File: src/rtl/time_stamp_unit.sv
// Free-running monotonic timer, prescaled time-stamp counter and per-vector
// interrupt-entry stamp capture, exposed as a block of CSRs.
module time_stamp_unit #(
    parameter int          VecSize            = 8,
    parameter int          TimeStampWidth     = 8,
    parameter int          TimeStampPreScaler = 0,
    parameter int          MonoTimerWidth     = 32,
    parameter logic [11:0] TimeStampCsrBase   = 12'hb40,
    localparam int         VecIdxW            = (VecSize > 1) ? $clog2(VecSize) : 1
) (
    input  logic                      clk,
    input  logic                      reset,
    input  logic                      entry_valid,
    input  logic [VecIdxW-1:0]        entry_vec,
    input  logic [11:0]               csr_addr,
    input  logic                      csr_we,
    input  logic [31:0]               csr_wdata,
    output logic                      csr_hit,
    output logic [31:0]               csr_rdata,
    output logic [MonoTimerWidth-1:0] mono_timer,
    output logic [TimeStampWidth-1:0] ts_now,
    output logic                      ts_tick
);

    localparam int PsW = (TimeStampPreScaler > 0) ? TimeStampPreScaler : 1;

    logic [MonoTimerWidth-1:0] mono_r;
    logic [PsW-1:0]            ps_cnt_r;
    logic [TimeStampWidth-1:0] ts_r;
    logic [TimeStampWidth-1:0] cap_r [VecSize];
    logic [VecSize-1:0]        flag_r;

    logic [11:0]               offset_s;
    logic [VecIdxW-1:0]        idx_s;
    logic                      hit_s;
    logic                      tick_s;
    logic [31:0]               rdata_s;

    // Address decode, prescaler terminal detect and CSR read mux.
    always_comb begin
        offset_s = csr_addr - TimeStampCsrBase;
        idx_s    = offset_s[VecIdxW-1:0];
        hit_s    = (offset_s < 12'(VecSize));
        rdata_s  = 32'h0000_0000;
        if (TimeStampPreScaler == 0) begin
            tick_s = 1'b1;
        end else begin
            tick_s = (ps_cnt_r == {PsW{1'b1}});
        end
        if (hit_s) begin
            rdata_s[31]                  = flag_r[idx_s];
            rdata_s[TimeStampWidth-1:0]  = cap_r[idx_s];
        end else begin
            rdata_s = 32'h0000_0000;
        end
    end

    // Timers, prescaler and time-stamp counter.
    always_ff @(posedge clk) begin
        if (reset) begin
            mono_r   <= {MonoTimerWidth{1'b0}};
            ps_cnt_r <= {PsW{1'b0}};
            ts_r     <= {TimeStampWidth{1'b0}};
        end else begin
            mono_r   <= mono_r + {{(MonoTimerWidth-1){1'b0}}, 1'b1};
            ps_cnt_r <= ps_cnt_r + {{(PsW-1){1'b0}}, 1'b1};
            if (tick_s) begin
                ts_r <= ts_r + {{(TimeStampWidth-1){1'b0}}, 1'b1};
            end else begin
                ts_r <= ts_r;
            end
        end
    end

    // Capture registers: an entry on the same index overrides a CSR write.
    always_ff @(posedge clk) begin
        if (reset) begin
            flag_r <= {VecSize{1'b0}};
            for (int v = 0; v < VecSize; v++) begin
                cap_r[v] <= {TimeStampWidth{1'b0}};
            end
        end else begin
            for (int v = 0; v < VecSize; v++) begin
                if (entry_valid && (entry_vec == VecIdxW'(v))) begin
                    cap_r[v]  <= ts_r;
                    flag_r[v] <= 1'b1;
                end else if (csr_we && hit_s && (idx_s == VecIdxW'(v))) begin
                    cap_r[v]  <= csr_wdata[TimeStampWidth-1:0];
                    flag_r[v] <= csr_wdata[31];
                end else begin
                    cap_r[v]  <= cap_r[v];
                    flag_r[v] <= flag_r[v];
                end
            end
        end
    end

    assign csr_hit    = hit_s;
    assign csr_rdata  = rdata_s;
    assign mono_timer = mono_r;
    assign ts_now     = ts_r;
    assign ts_tick    = tick_s;

endmodule

File: config.mk
export PLATFORM = sky130hd
export DESIGN_NAME = time_stamp_unit
export DESIGN_NICKNAME = d
export VERILOG_FILES = /design/src/rtl/time_stamp_unit.sv
export SDC_FILE = /design/constraint.sdc
export NUM_CORES = 1
export LEC_CHECK = 0
export CAP_MARGIN = 20
export CORE_UTILIZATION = 50
export CTS_BUF_LIST = sky130_fd_sc_hd__clkbuf_16
export CTS_CLUSTER_SIZE = 30
export DETAILED_ROUTE_END_ITERATION = 10
export PLACE_DENSITY = 0.78
export SYNTH_ARGS = -nofsm -noshare
export SYNTH_HDL_FRONTEND = slang
export SYNTH_SLANG_ARGS = --single-unit
export TNS_END_PERCENT = 10
File: constraint.sdc
create_clock -name clk -period 6.19 [get_ports clk]
set_clock_uncertainty 0.2 [all_clocks]
set_input_delay 0.9285 -clock clk [delete_from_list [all_inputs] [get_ports clk]]
set_output_delay 0.9285 -clock clk [all_outputs]
set_load 0.02 [all_outputs]
# Yosys cells after proc, flatten, opt, wreduce, memory -nomap -nowiden
# Memories as Yosys holds them, arrays and structs flattened.
# Cells that the tools add are included.
# totals
register_bits	48
word_cells	231
ram_bits	64
mem_count	1
out_inout_bits	74
inputBits	51
# op_classes
n_reduce_logical	35
n_eq_ne	22
add_sub_neg	3
n_lt_le_gt_ge	2
n_mux	134
bitwise	24
# memory_table
memory	words	width	rd	rd_clocked_by_memory_dff	write_ports	line_no	rtl
cap_r	8	8	1	0	8	30	logic [TimeStampWidth-1:0] cap_r [VecSize];
# ops
op	count
2-to-1 mux 8 bit	25
2-to-1 mux 1 bit	108
adder 32 x 1 -> 32 bit, second input constant	1
equality test 3 bit, second input constant	8
OR 1 bit	24
logical AND 1 bit	17
AND reduction 2 bit	8
nonzero test 2 bit	8
equality test 3 x 2 -> 1 bit, second input constant	4
< comparator 12 x 4 -> 1 bit, second input constant	1
subtractor 12 bit, second input constant	1
adder 8 x 1 -> 8 bit, second input constant	1
inequality test 0 bit	8
equality test 3 x 1 -> 1 bit, second input constant	2
zero test 3 bit	2
< comparator 3 x 4 -> 1 bit, second input constant	1
binary-select mux 1 bit (select 3 bit)	1

# Depth between registers and ports, before layout
# Gate-level depths: netlist of the first run.
# logic_depth
depth_word	10
depth_mapped	7
mapped_depth_nobuf	5

# Least setup slack after synthesis of the first run
# OpenSTA, ideal clock, no wires.
# synth_timing
path_type	input-to-output
start	input port csr_addr[0]
end	output port csr_rdata[3]
required_ns	5.061
arrival_time_ns	2.282
path_buffers	2
path_slack_ns	2.779
cell_stages	5
cell_sequence	buf_2 > buf_1 > mux4_2 > mux2i_1 > nor2_1
# synth_via
elab_chain_cells	3
elab_cells_between_ends	4
cone_classes	1 x add/sub; 1 x order compare; 1 x mux; 1 x memory
# synth_lines
element	line_no	rtl
start: declaration	15	input logic [11:0] csr_addr,
subtractor 12 bit *	41	offset_s = csr_addr - TimeStampCsrBase;
< comparator 12 x 4 -> 1 bit / memory (8 x 8 bit) (equally long branches)	--	
2-to-1 mux 8 bit *	50	if (hit_s) begin
end: declaration	19	output logic [31:0] csr_rdata,
# Mark *: on every way between the ends. The rest lies on a longest branch, timed or not.

# Worst setup path after layout of the first run
# layout_timing
start	input port csr_addr[0]
end	output port csr_rdata[0]
# Same word-level chain as after synthesis.

==> results of run 1 <==
[power by group through the flow]
| stage | clock (mW) | sequential [mW] | combinational (mW) |
|---|---|---|---|
| after floorplan | 0 | 0.836 | 0.105 |
| after global placement | 0 | 0.839 | 0.144 |
| after detailed placement | 0 | 0.841 | 0.148 |
| after CTS | 0.592 | 0.824 | 0.148 |
| after global routing | 0.616 | 0.826 | 0.160 |
| final | 0.586 | 0.824 | 0.150 |
[placed cells by master, fill, tap and decap left out, drive strengths merged, types with 16 or more instances in the layout]
cell | synthesis | layout
nor2 | 41 | 41
nand2 | 64 | 64
conb | 2 | 24
mux2i | 25 | 25
mux4 | 18 | 18
nand3 | 46 | 46
clkdlybuf4s50 | 0 | 76
o31ai | 16 | 16
edfxtp | 64 | 64
dfxtp | 48 | 48
a21oi | 53 | 53
[metrics by stage]
stage	util, %	instances	hold WS, ns
finish	59.1	797	0.273
global route	59.1	797	0.288
CTS	59.1	796	0.275
detailed placement	56.6	780	0.257
global placement	56.6	780	0.246
floorplan	-	623	0.256
[worst paths after layout]
kind,startpoint,endpoint,slack [ns],depth (start not counted)
hold / removal,mono_timer[0],mono_timer[0],0.27,1
setup / recovery,csr_addr[0],csr_rdata[0],1.55,6
hold reg to reg,mono_timer[0],mono_timer[0],0.27,1
setup reg to reg,mono_timer[14],mono_timer[23],3.64,4
[layout make-up]
type	instances	area, um^2	share of cell area, %
repair buffers	85	826	11.6
clock inverters	7	71.3	1.00
multi-input cells	429	2880	40.6
inverters	8	30.0	0.423
well taps	147	184	2.59
flip-flops and latches	112	2880	40.6
clock buffers	9	225	3.17
[layer usage]
layer | track usage [%] | up-vias | routed length [um]
met5 | 0 | - | 0
met4 | 9.82 | 0 | 537
met3 | 6.16 | 60 | 1610
met2 | 41.4 | 318 | 7510
met1 | 32.2 | 2409 | 6040
li1 | - | 2297 | -
[flip-flops by register name (all words and copies together) (netlist names)]
signal and flops:
cap_r 64, flag_r 8, mono_timer 32, ts_now 8
[cell families (layout without fill, tap and decap cells)]
group                    count (synthesis)  in the layout
flip-flops                             112            112
buffers and inverters                   82            109
AND/OR/NAND/NOR                        234            234
adder cells (fa/ha/maj)                  2              2
other                                    2             24
XOR/XNOR                                15             15
multiplexers                            44             44
AO/OA/AOI/OAI                          110            110
==> summary.md, run 1 <==
| Metric | Value |
|---|---|
| Family with the most delay on the worst path | buffers and inverters |
| CTS HTree Levels | 3 |
| Number of synthesized flops with an enable pin | 64 |
| Post-Synth XOR/XNOR Area | 2.14% |
| Die area | 12700 um^2 |
| Post-synth top cells | edfxtp_1 (64), nand2_1 (64), a21oi_1 (53) |
| Synth Area in Simple Gates | 20.7% |
| Worst min path class | reg2reg |
| Max-capacitance violation count | 0 |
| Antenna-violating nets left | 0 |
| GRT Residual Overflow | 0 |
| GPL Wtd Cong | 0.852 |
| # diodes | 0 |
| Synth Register Bits | 112 |
| Compound-cell area share of the yosys netlist | 11.3% |
| CTS resizes | 0 |
| Critical Path End Type | output port |
| # port buffers | 77 |
| Crit Path Class | in2out |
| Outcome | complete, no violations |
| Sequential fraction of the synthesis area | 46.9% |
| Fin worst setup slack | 1.55 ns |
| Die X | 113 um |
| Slowest-stage cell, CP | clkdlybuf4s50_1 |
| Worst Path Arrival | 3.51 ns |
| CTS max path bufs | 2 |
| Largest stage delay, worst path | 0.85 ns |
| PD cells | 220 nW/um^2 |
| Cells after synthesis | 601 |
| Buffer and inverter count on the worst path | 3 |
| Setup TNS | 0 ns |
| Leak | 2.32 nW |
| GRT Resource Usage Total | 25.2% |
| Avg Synthesized Cell Area | 10.2 um^2 |
| Clock root cell | clkbuf_16 |
| Effective utilization at floorplan | 51.2% |
| CP cell instances | clkdlybuf4s50_1, buf_4, mux4_2, mux2i_1, nor2_1, clkdlybuf4s50_1 |
| Place WS | 1.54 ns |
| Pre-Repair DR Iteration Count | 7 |
| Largest net degree at the start of global routing | 59 |
| Post-synth cell types | 57 |
| CORE AREA | 12000 um^2 |
| Vias in the first global route | 4870 |
| Sw frac | 24.4% |
| DR vias | 5084 |
| Post-CTS Setup Bufs | 0 |
| Peak Freq | 215 MHz |
| Pint | 1.18 mW |
| Mux cell area share after synthesis | 10.9% |
| Remaining DRCs | 0 |
| NetSw | 0.380 mW |
| Final WL | 15700 um |
| Ys Warns | 0 |
| Comb power frac | 9.6% |
| FP Rows | 40 |
| DIE HEIGHT | 113 um |
| Crit path top cell by count | clkdlybuf4s50_1 |
| Largest family of logic cells by synthesized area | simple AND/OR/NAND/NOR gates |
| Dpl cell area | 6800 um^2 |
| Clk sink count | 112 |
| Commonest register cell after synthesis | edfxtp_1 |
| Clk network pwr share | 37.6% |
| Proportion of netlist area held by the largest area contributor | 31.3% |
| Vias per inst | 6.38 |
| Slew Limit Fails | 0 |
| Leading post-synthesis cells by cell area | edfxtp_1 (31%), dfxtp_1 (16%), mux4_2 (6.6%) |
| Cell Area, Synth | 6140 um^2 |
| Worst VDD drop | 0.000116 V |
| Initial DRC Count | 439 |
| Final #Nets | 698 |
| CTS Hold Bufs | 0 |
| Final non-filler cell area | 7100 um^2 |
| Worst-Skew Late Latency | 0.35 ns |
| Crit Path Max Fanout | 14 |
| Yosys top cell by area | edfxtp_1 |
| Num CTS Buffers | 9 |
| TritonCTS clock tree | built |
| Dpl hpwl | 10300 um |
| Synth Area in Adders | 0.407% |
| Final Critical Period | 4.64 ns |
| Sequential share of power | 52.8% |
| Fin. Hold Viols | 0 |
| First-pass GRT wire length | 24800 um |
| Least-Margin Pin Slew | 1.10 ns |
| Io pins | 125 |
| Fill count | 1021 |
| Critical path launch point type | primary input |
| WL/cell | 19.7 um |
| RSZ-0062 raised after global routing | false |
| CP Data Required Time | 5.06 ns |
| Max-Slew Margin vs Limit | 26.2% |
| Final period util | 75.0% |
| Final setup vio count | 0 |
| Reg clk slew, reported paths | 0.07 ns |
| Area delta synth->final | 15.6% |
| Initial antenna violation count | 0 |
| Post-synth ARST share | 0% |
| Share of cells above drive strength 1 | 8.00% |
| Power Total | 1.56 mW |
(Power assumes the default switching activity.)
==> inputs of run 2 (changes only) <==
==> constraint.sdc (replaced) <==
create_clock -name clk -period 4.4 [get_ports clk]
set_clock_uncertainty 0.2 [all_clocks]
set_input_delay 0.66 -clock clk [delete_from_list [all_inputs] [get_ports clk]]
set_output_delay 0.66 -clock clk [all_outputs]
set_load 0.02 [all_outputs]
==> run 2 against run 1 <==
Register-to-register slack lost 1.8 ns; via count rose by 0.45%; largest cell class unchanged; non-clock buffer count is 7 higher; critical path type unchanged; critical path depth is the same; clock-buffer cell count unchanged; die area stayed put; clock power up 48%; setup slack worse by 0.91 ns; first-iteration DRC count is 42% higher; core utilization grew 0.69 points; cell count grew 0.88%.
==> summary.md, run 2 (synthesized netlist as in run 1, its figures left out) <==
| Metric | Value |
|---|---|
| Final period util | 85.4% |
| Setup TNS | 0 ns (unchanged) |
| Worst min path class | reg2reg |
| PD cells | 312 nW/um^2 (+42%) |
| Final #Nets | 705 (+1.0%) |
| Critical path launch point type | primary input |
| Num CTS Buffers | 9 (unchanged) |
| Die area | 12700 um^2 (unchanged) |
| Area delta synth->final | 16.9% |
| CTS HTree Levels | 3 (unchanged) |
| Crit Path Class | in2out |
| CORE AREA | 12000 um^2 (unchanged) |
| DR vias | 5107 (+0.45%) |
| TritonCTS clock tree | built |
| Worst R2R Path Depth | 4 (unchanged) |
| CTS resizes | 0 (unchanged) |
| First-pass GRT wire length | 25800 um (+4.2%) |
| Worst-Skew Late Latency | 0.35 ns (about the same) |
| Buffer and inverter count on the worst path | 3 (unchanged) |
| Peak Freq | 266 MHz |
| Vias in the first global route | 5071 (+4.1%) |
| CP Data Required Time | 3.54 ns (-1.52 ns) |
| CTS max path bufs | 2 (unchanged) |
| Clock root cell | clkbuf_16 |
| Initial antenna violation count | 0 (unchanged) |
| Most frequent cells in the layout | clkdlybuf4s50_1 (76), nand2_1 (64), edfxtp_1 (64), a21oi_1 (53), dfxtp_1 (48) |
| Max-capacitance violation count | 0 (unchanged) |
| Max-Slew Margin vs Limit | 35.8% (+9.6 points) |
| Vias per inst | 6.35 (-0.42%) |
| Worst Hold Depth | 1 (unchanged) |
| # port buffers | 77 (unchanged) |
| Reg clk slew, reported paths | 0.07 ns (about the same) |
| Commonest non-fill, non-tap cell in the layout | clkdlybuf4s50_1 |
| Family with the most delay on the worst path | buffers and inverters |
| Share of cells above drive strength 1 | 8.83% (+0.83 points) |
| Largest stage delay, worst path | 0.80 ns (-0.05 ns) |
| Pre-Repair DR Iteration Count | 7 (unchanged) |
| # diodes | 0 (unchanged) |
| Final WL | 16100 um (+2.5%) |
| Final setup vio count | 0 (unchanged) |
| Final Critical Period | 3.76 ns |
| R2R Setup Slk | 1.88 ns (-1.76 ns) |
| Hold_sp | mono_timer[0] |
| Critical Path End Type | output port |
| GPL Wtd Cong | 0.869 (+2.0%) |
| Final non-filler cell area | 7180 um^2 (+1.2%) |
| Effective utilization at floorplan | 51.2% (unchanged) |
| Dpl hpwl | 10700 um (+4.6%) |
| Largest register by flop count | cap_r |
| Worst VDD drop | 0.000184 V (+59%) |
| Io pins | 125 (unchanged) |
| Least-Margin Pin Slew | 0.955 ns (-0.147 ns) |
| Crit path top cell by count | clkdlybuf4s50_1 |
| Hold Crit Endpoint | mono_timer[0] |
| Antenna-violating nets left | 0 (unchanged) |
| DIE HEIGHT | 113 um (unchanged) |
| CP cell instances | clkdlybuf4s50_1, buf_4, mux4_2, mux2i_1, nor2_1, clkdlybuf4s50_1 |
| R2r startpoint | mono_timer[14] |
| Largest net degree at the start of global routing | 71 (+20%) |
| Post-CTS Setup Bufs | 0 (unchanged) |
| Clk sink count | 112 (unchanged) |
| Initial DRC Count | 624 (+42%) |
| Fill count | 996 (-2.4%) |
| Die X | 113 um (unchanged) |
| Slew Limit Fails | 0 (unchanged) |
| CTS Hold Bufs | 0 (unchanged) |
| Outcome | complete, no violations |
| Leak | 2.37 nW (+2.3%) |
| WL/cell | 20.0 um (+1.6%) |
| Remaining DRCs | 0 (unchanged) |
| Fin. Hold Viols | 0 (unchanged) |
| GRT Resource Usage Total | 26.3% (+1.2 points) |
| RR Endpoint | mono_timer[25] |
| Slowest-stage cell, CP | clkdlybuf4s50_1 |
| Dpl cell area | 6870 um^2 (+1.1%) |
| Largest register FFs | 64 (unchanged) |
| Worst Path Arrival | 2.90 ns (-0.61 ns) |
| FP Rows | 40 (unchanged) |
| GRT Residual Overflow | 0 (unchanged) |
| Crit Path Max Fanout | 9 (-5) |
| RSZ-0062 raised after global routing | false |
[run 2: changes by cell type in the layout (fill, tap and decap cells not counted)]
cell	change
bufinv_16	+1
clkinv_1	-1
buf_4	+6
inv_1	+2
inv_8	-1
buf_12	+1
clkinv_2	-1
[run 2: metrics by stage]
| stage | power [mW] | hold slack [ns] | setup slack (ns) | instances | utilization (%) |
|---|---|---|---|---|---|
| final | 2.24 | 0.270 | 0.642 | 804 | 59.8 |
| after global placement | 1.39 | 0.247 | 0.681 | 788 | 57.2 |
| after global routing | 2.31 | 0.311 | 0.560 | 804 | 59.8 |
| after detailed placement | 1.40 | 0.258 | 0.640 | 788 | 57.2 |
| after CTS | 2.24 | 0.275 | 0.638 | 804 | 59.8 |
| after floorplan | 1.32 | 0.256 | 1.53 | 623 | - |
[run 2: cell type report]
class                           instances  area [um^2]  area share (%)
Tap cell                              147          184            2.56
Timing Repair Buffer                   92          891            12.4
Clock inverter                          7         88.8            1.24
Inverter                                8         30.0           0.418
Clock buffer                            9          225            3.13
Multi-Input combinational cell        429         2880            40.1
Sequential cell                       112         2880            40.1
[run 2: worst max path at each step]
stage,start,end,slack (ns),cells past startpoint
3_3_place_gp,csr_addr[1],csr_rdata[0],0.68,6
3_5_place_dp,csr_addr[1],csr_rdata[0],0.64,6
6_report,csr_addr[1],csr_rdata[0],0.64,6
4_1_cts,csr_addr[1],csr_rdata[0],0.64,6
5_1_grt,csr_addr[1],csr_rdata[0],0.56,6
2_1_floorplan,csr_addr[0],csr_rdata[3],1.53,5
[run 2: where the power goes]
group	leakage (nW)	switching, mW	internal (mW)
Clock	0.158	0.372	0.495
Combinational	1.16	0.135	0.0828
Sequential	1.05	0.0209	1.14
[run 2: layer usage]
| layer | GRT usage, % | routed length, um | part of all wire, % |
|---|---|---|---|
| met4 | 12.3 | 620 | 3.9 |
| met5 | 0 | 0 | 0 |
| met2 | 43.5 | 7760 | 48 |
| met1 | 33.5 | 6200 | 39 |
| met3 | 5.20 | 1510 | 9.4 |
==> inputs of run 3 (changes only) <==
--- a/config.mk
+++ b/config.mk
@@ -6,11 +6,12 @@
 export NUM_CORES = 1
 export LEC_CHECK = 0
 export CAP_MARGIN = 20
-export CORE_UTILIZATION = 50
+export CORE_UTILIZATION = 47
 export CTS_BUF_LIST = sky130_fd_sc_hd__clkbuf_16
 export CTS_CLUSTER_SIZE = 30
 export DETAILED_ROUTE_END_ITERATION = 10
-export PLACE_DENSITY = 0.78
+export PLACE_DENSITY = 0.77
+export SKIP_CTS_REPAIR_TIMING = 1
 export SYNTH_ARGS = -nofsm -noshare
 export SYNTH_HDL_FRONTEND = slang
 export SYNTH_SLANG_ARGS = --single-unit
==> constraint.sdc (replaced) <==
create_clock -name clk -period 3.4 [get_ports clk]
set_clock_uncertainty 0.2 [all_clocks]
set_input_delay 0.51 -clock clk [delete_from_list [all_inputs] [get_ports clk]]
set_output_delay 0.51 -clock clk [all_outputs]
set_load 0.02 [all_outputs]
==> run 3 against run 2 <==
Register-to-register slack got worse by 0.95 ns; sequential share of layout area is 0.52 points lower; global-route usage fell by 1.1 points.
==> summary.md, run 3 (synthesized netlist as in run 1, its figures left out) <==
| Metric | Value |
|---|---|
| Worst min path class | reg2reg |
| Largest register by flop count | cap_r |
| Most frequent cells in the layout | clkdlybuf4s50_1 (75), nand2_1 (64), edfxtp_1 (64), a21oi_1 (53), dfxtp_1 (48) |
| Crit Path Class | in2out |
| DR vias | 5027 (-1.6%) |
| # port buffers | 77 (unchanged) |
| Final period util | 95.9% |
| WL/cell | 19.6 um (-1.8%) |
| Family with the most delay on the worst path | buffers and inverters |
| Initial DRC Count | 490 (-21%) |
| Critical path launch point type | primary input |
| Reg clk slew, reported paths | 0.07 ns (about the same) |
| Power Total | 2.93 mW (+31%) |
| R2r startpoint | mono_timer[14] |
| Leak | 2.42 nW (+2.0%) |
| CP cell instances | clkdlybuf4s50_1, nor4bb_1, nand3_1, buf_4, nor2_1, clkdlybuf4s50_1 |
| GRT Residual Overflow | 0 (unchanged) |
| Final WL | 16400 um (+1.7%) |
| # diodes | 0 (unchanged) |
| Hold_sp | mono_timer[0] |
| CTS HTree Levels | 3 (unchanged) |
| Vias per inst | 6.03 (-5.0%) |
| Buffer and inverter count on the worst path | 3 (unchanged) |
| RSZ-0062 raised after global routing | false |
| Max-capacitance violation count | 0 (unchanged) |
| Largest net degree at the start of global routing | 64 (-9.9%) |
| GRT Resource Usage Total | 25.3% (-1.1 points) |
| Effective utilization at floorplan | 48.5% (-2.7 points) |
| DIE HEIGHT | 116 um (+3.1%) |
| Crit Path Max Fanout | 13 (+4) |
| Dpl hpwl | 10600 um (-1.6%) |
| GPL Wtd Cong | 0.878 (+1.1%) |
| Peak Freq | 307 MHz |
| Worst VDD drop | 0.000228 V (+24%) |
| Met2 usage | 39.8% (-3.7 points) |
| Least-Margin Pin Slew | 1.09 ns (+0.138 ns) |
| Area delta synth->final | 18.4% |
| Largest stage delay, worst path | 0.64 ns (-0.16 ns) |
| Place WS | 0.0268 ns (-0.614 ns) |
| Dpl cell area | 6940 um^2 (+0.97%) |
| TritonCTS clock tree | built |
| Pre-Repair DR Iteration Count | 5 (-2) |
| Layer with the highest usage | met2 |
| GR met1 Demand/Resource | 33.0% (-0.53 points) |
| Remaining DRCs | 0 (unchanged) |
| Share of cells above drive strength 1 | 9.23% (+0.40 points) |
| Vias in the first global route | 4791 (-5.5%) |
| Critical Path Start | csr_addr[11] |
| Worst Path Arrival | 2.55 ns (-0.35 ns) |
| Clock root cell | clkbuf_16 |
| Worst-Skew Late Latency | 0.36 ns (about the same) |
| Antenna-violating nets left | 0 (unchanged) |
| Final #Nets | 709 (+0.57%) |
| CORE AREA | 12700 um^2 (+5.5%) |
| Slew Limit Fails | 0 (unchanged) |
| Io pins | 125 (unchanged) |
| Fin. Hold Viols | 0 (unchanged) |
| Outcome | complete, no violations |
| Final non-filler cell area | 7280 um^2 (+1.3%) |
| Slowest-stage cell, CP | clkdlybuf4s50_1 |
| Critical Path End Type | output port |
| Num CTS Buffers | 9 (unchanged) |
| Crit path top cell by count | clkdlybuf4s50_1 |
| Largest register FFs | 64 (unchanged) |
| Initial antenna violation count | 0 (unchanged) |
| Setup TNS | 0 ns (unchanged) |
| Commonest non-fill, non-tap cell in the layout | clkdlybuf4s50_1 |
| Final Critical Period | 3.26 ns |
| Max-Slew Margin vs Limit | 26.6% (-9.2 points) |
| First-pass GRT wire length | 25400 um (-1.7%) |
| Die area | 13500 um^2 (+6.3%) |
| Clk sink count | 112 (unchanged) |
| Met3 usage | 6.18% (+0.98 points) |
| FP Rows | 41 (+2.5%) |
| CTS max path bufs | 2 (unchanged) |
| Die X | 116 um (+3.1%) |
| PD cells | 403 nW/um^2 (+29%) |
| Fin worst setup slack | 0.140 ns (-0.502 ns) |
| CP Data Required Time | 2.69 ns (-0.85 ns) |
| Final setup vio count | 0 (unchanged) |
-- run 3: path summary, 6_finish.rpt --
path	end	slack (ns)	cells past startpoint
max	csr_rdata[31]	0.14	6
min reg2reg	mono_timer[0]	0.28	1
min	mono_timer[0]	0.28	1
max reg2reg	mono_timer[29]	0.93	4
-- run 3: report_power, final --
part	total (mW)	switching [mW]	internal, mW
registers	1.50	0.0269	1.47
logic	0.291	0.180	0.111
clock network	1.14	0.499	0.643
total	2.93	0.706	2.23
-- run 3: stage by stage --
step / hold WS [ns] / utilization [%] / instances
after floorplan: 0.256 / - / 623
after global placement: 0.262 / 54.7 / 816
after detailed placement: 0.274 / 54.7 / 816
after CTS: 0.288 / 57.2 / 832
after global routing: 0.333 / 57.4 / 833
final: 0.278 / 57.4 / 833
-- run 3: cell type report --
class | instances | area, um^2
Fill cell | 1035 | 5390
Sequential cell | 112 | 2880
Multi-Input combinational cell | 429 | 2880
Timing Repair Buffer | 96 | 953
Clock buffer | 9 | 225
Tap cell | 172 | 215
Clock inverter | 7 | 88.8
Inverter | 8 | 30.0
-- run 3: metal layers --
layer / wire (um) / up-vias / part of all wire, %
li1: - / 2308 / -
met2: 7660 / 293 / 47
met1: 6510 / 2387 / 40
met5: 0 / - / 0
met4: 464 / 0 / 2.8
met3: 1740 / 39 / 11
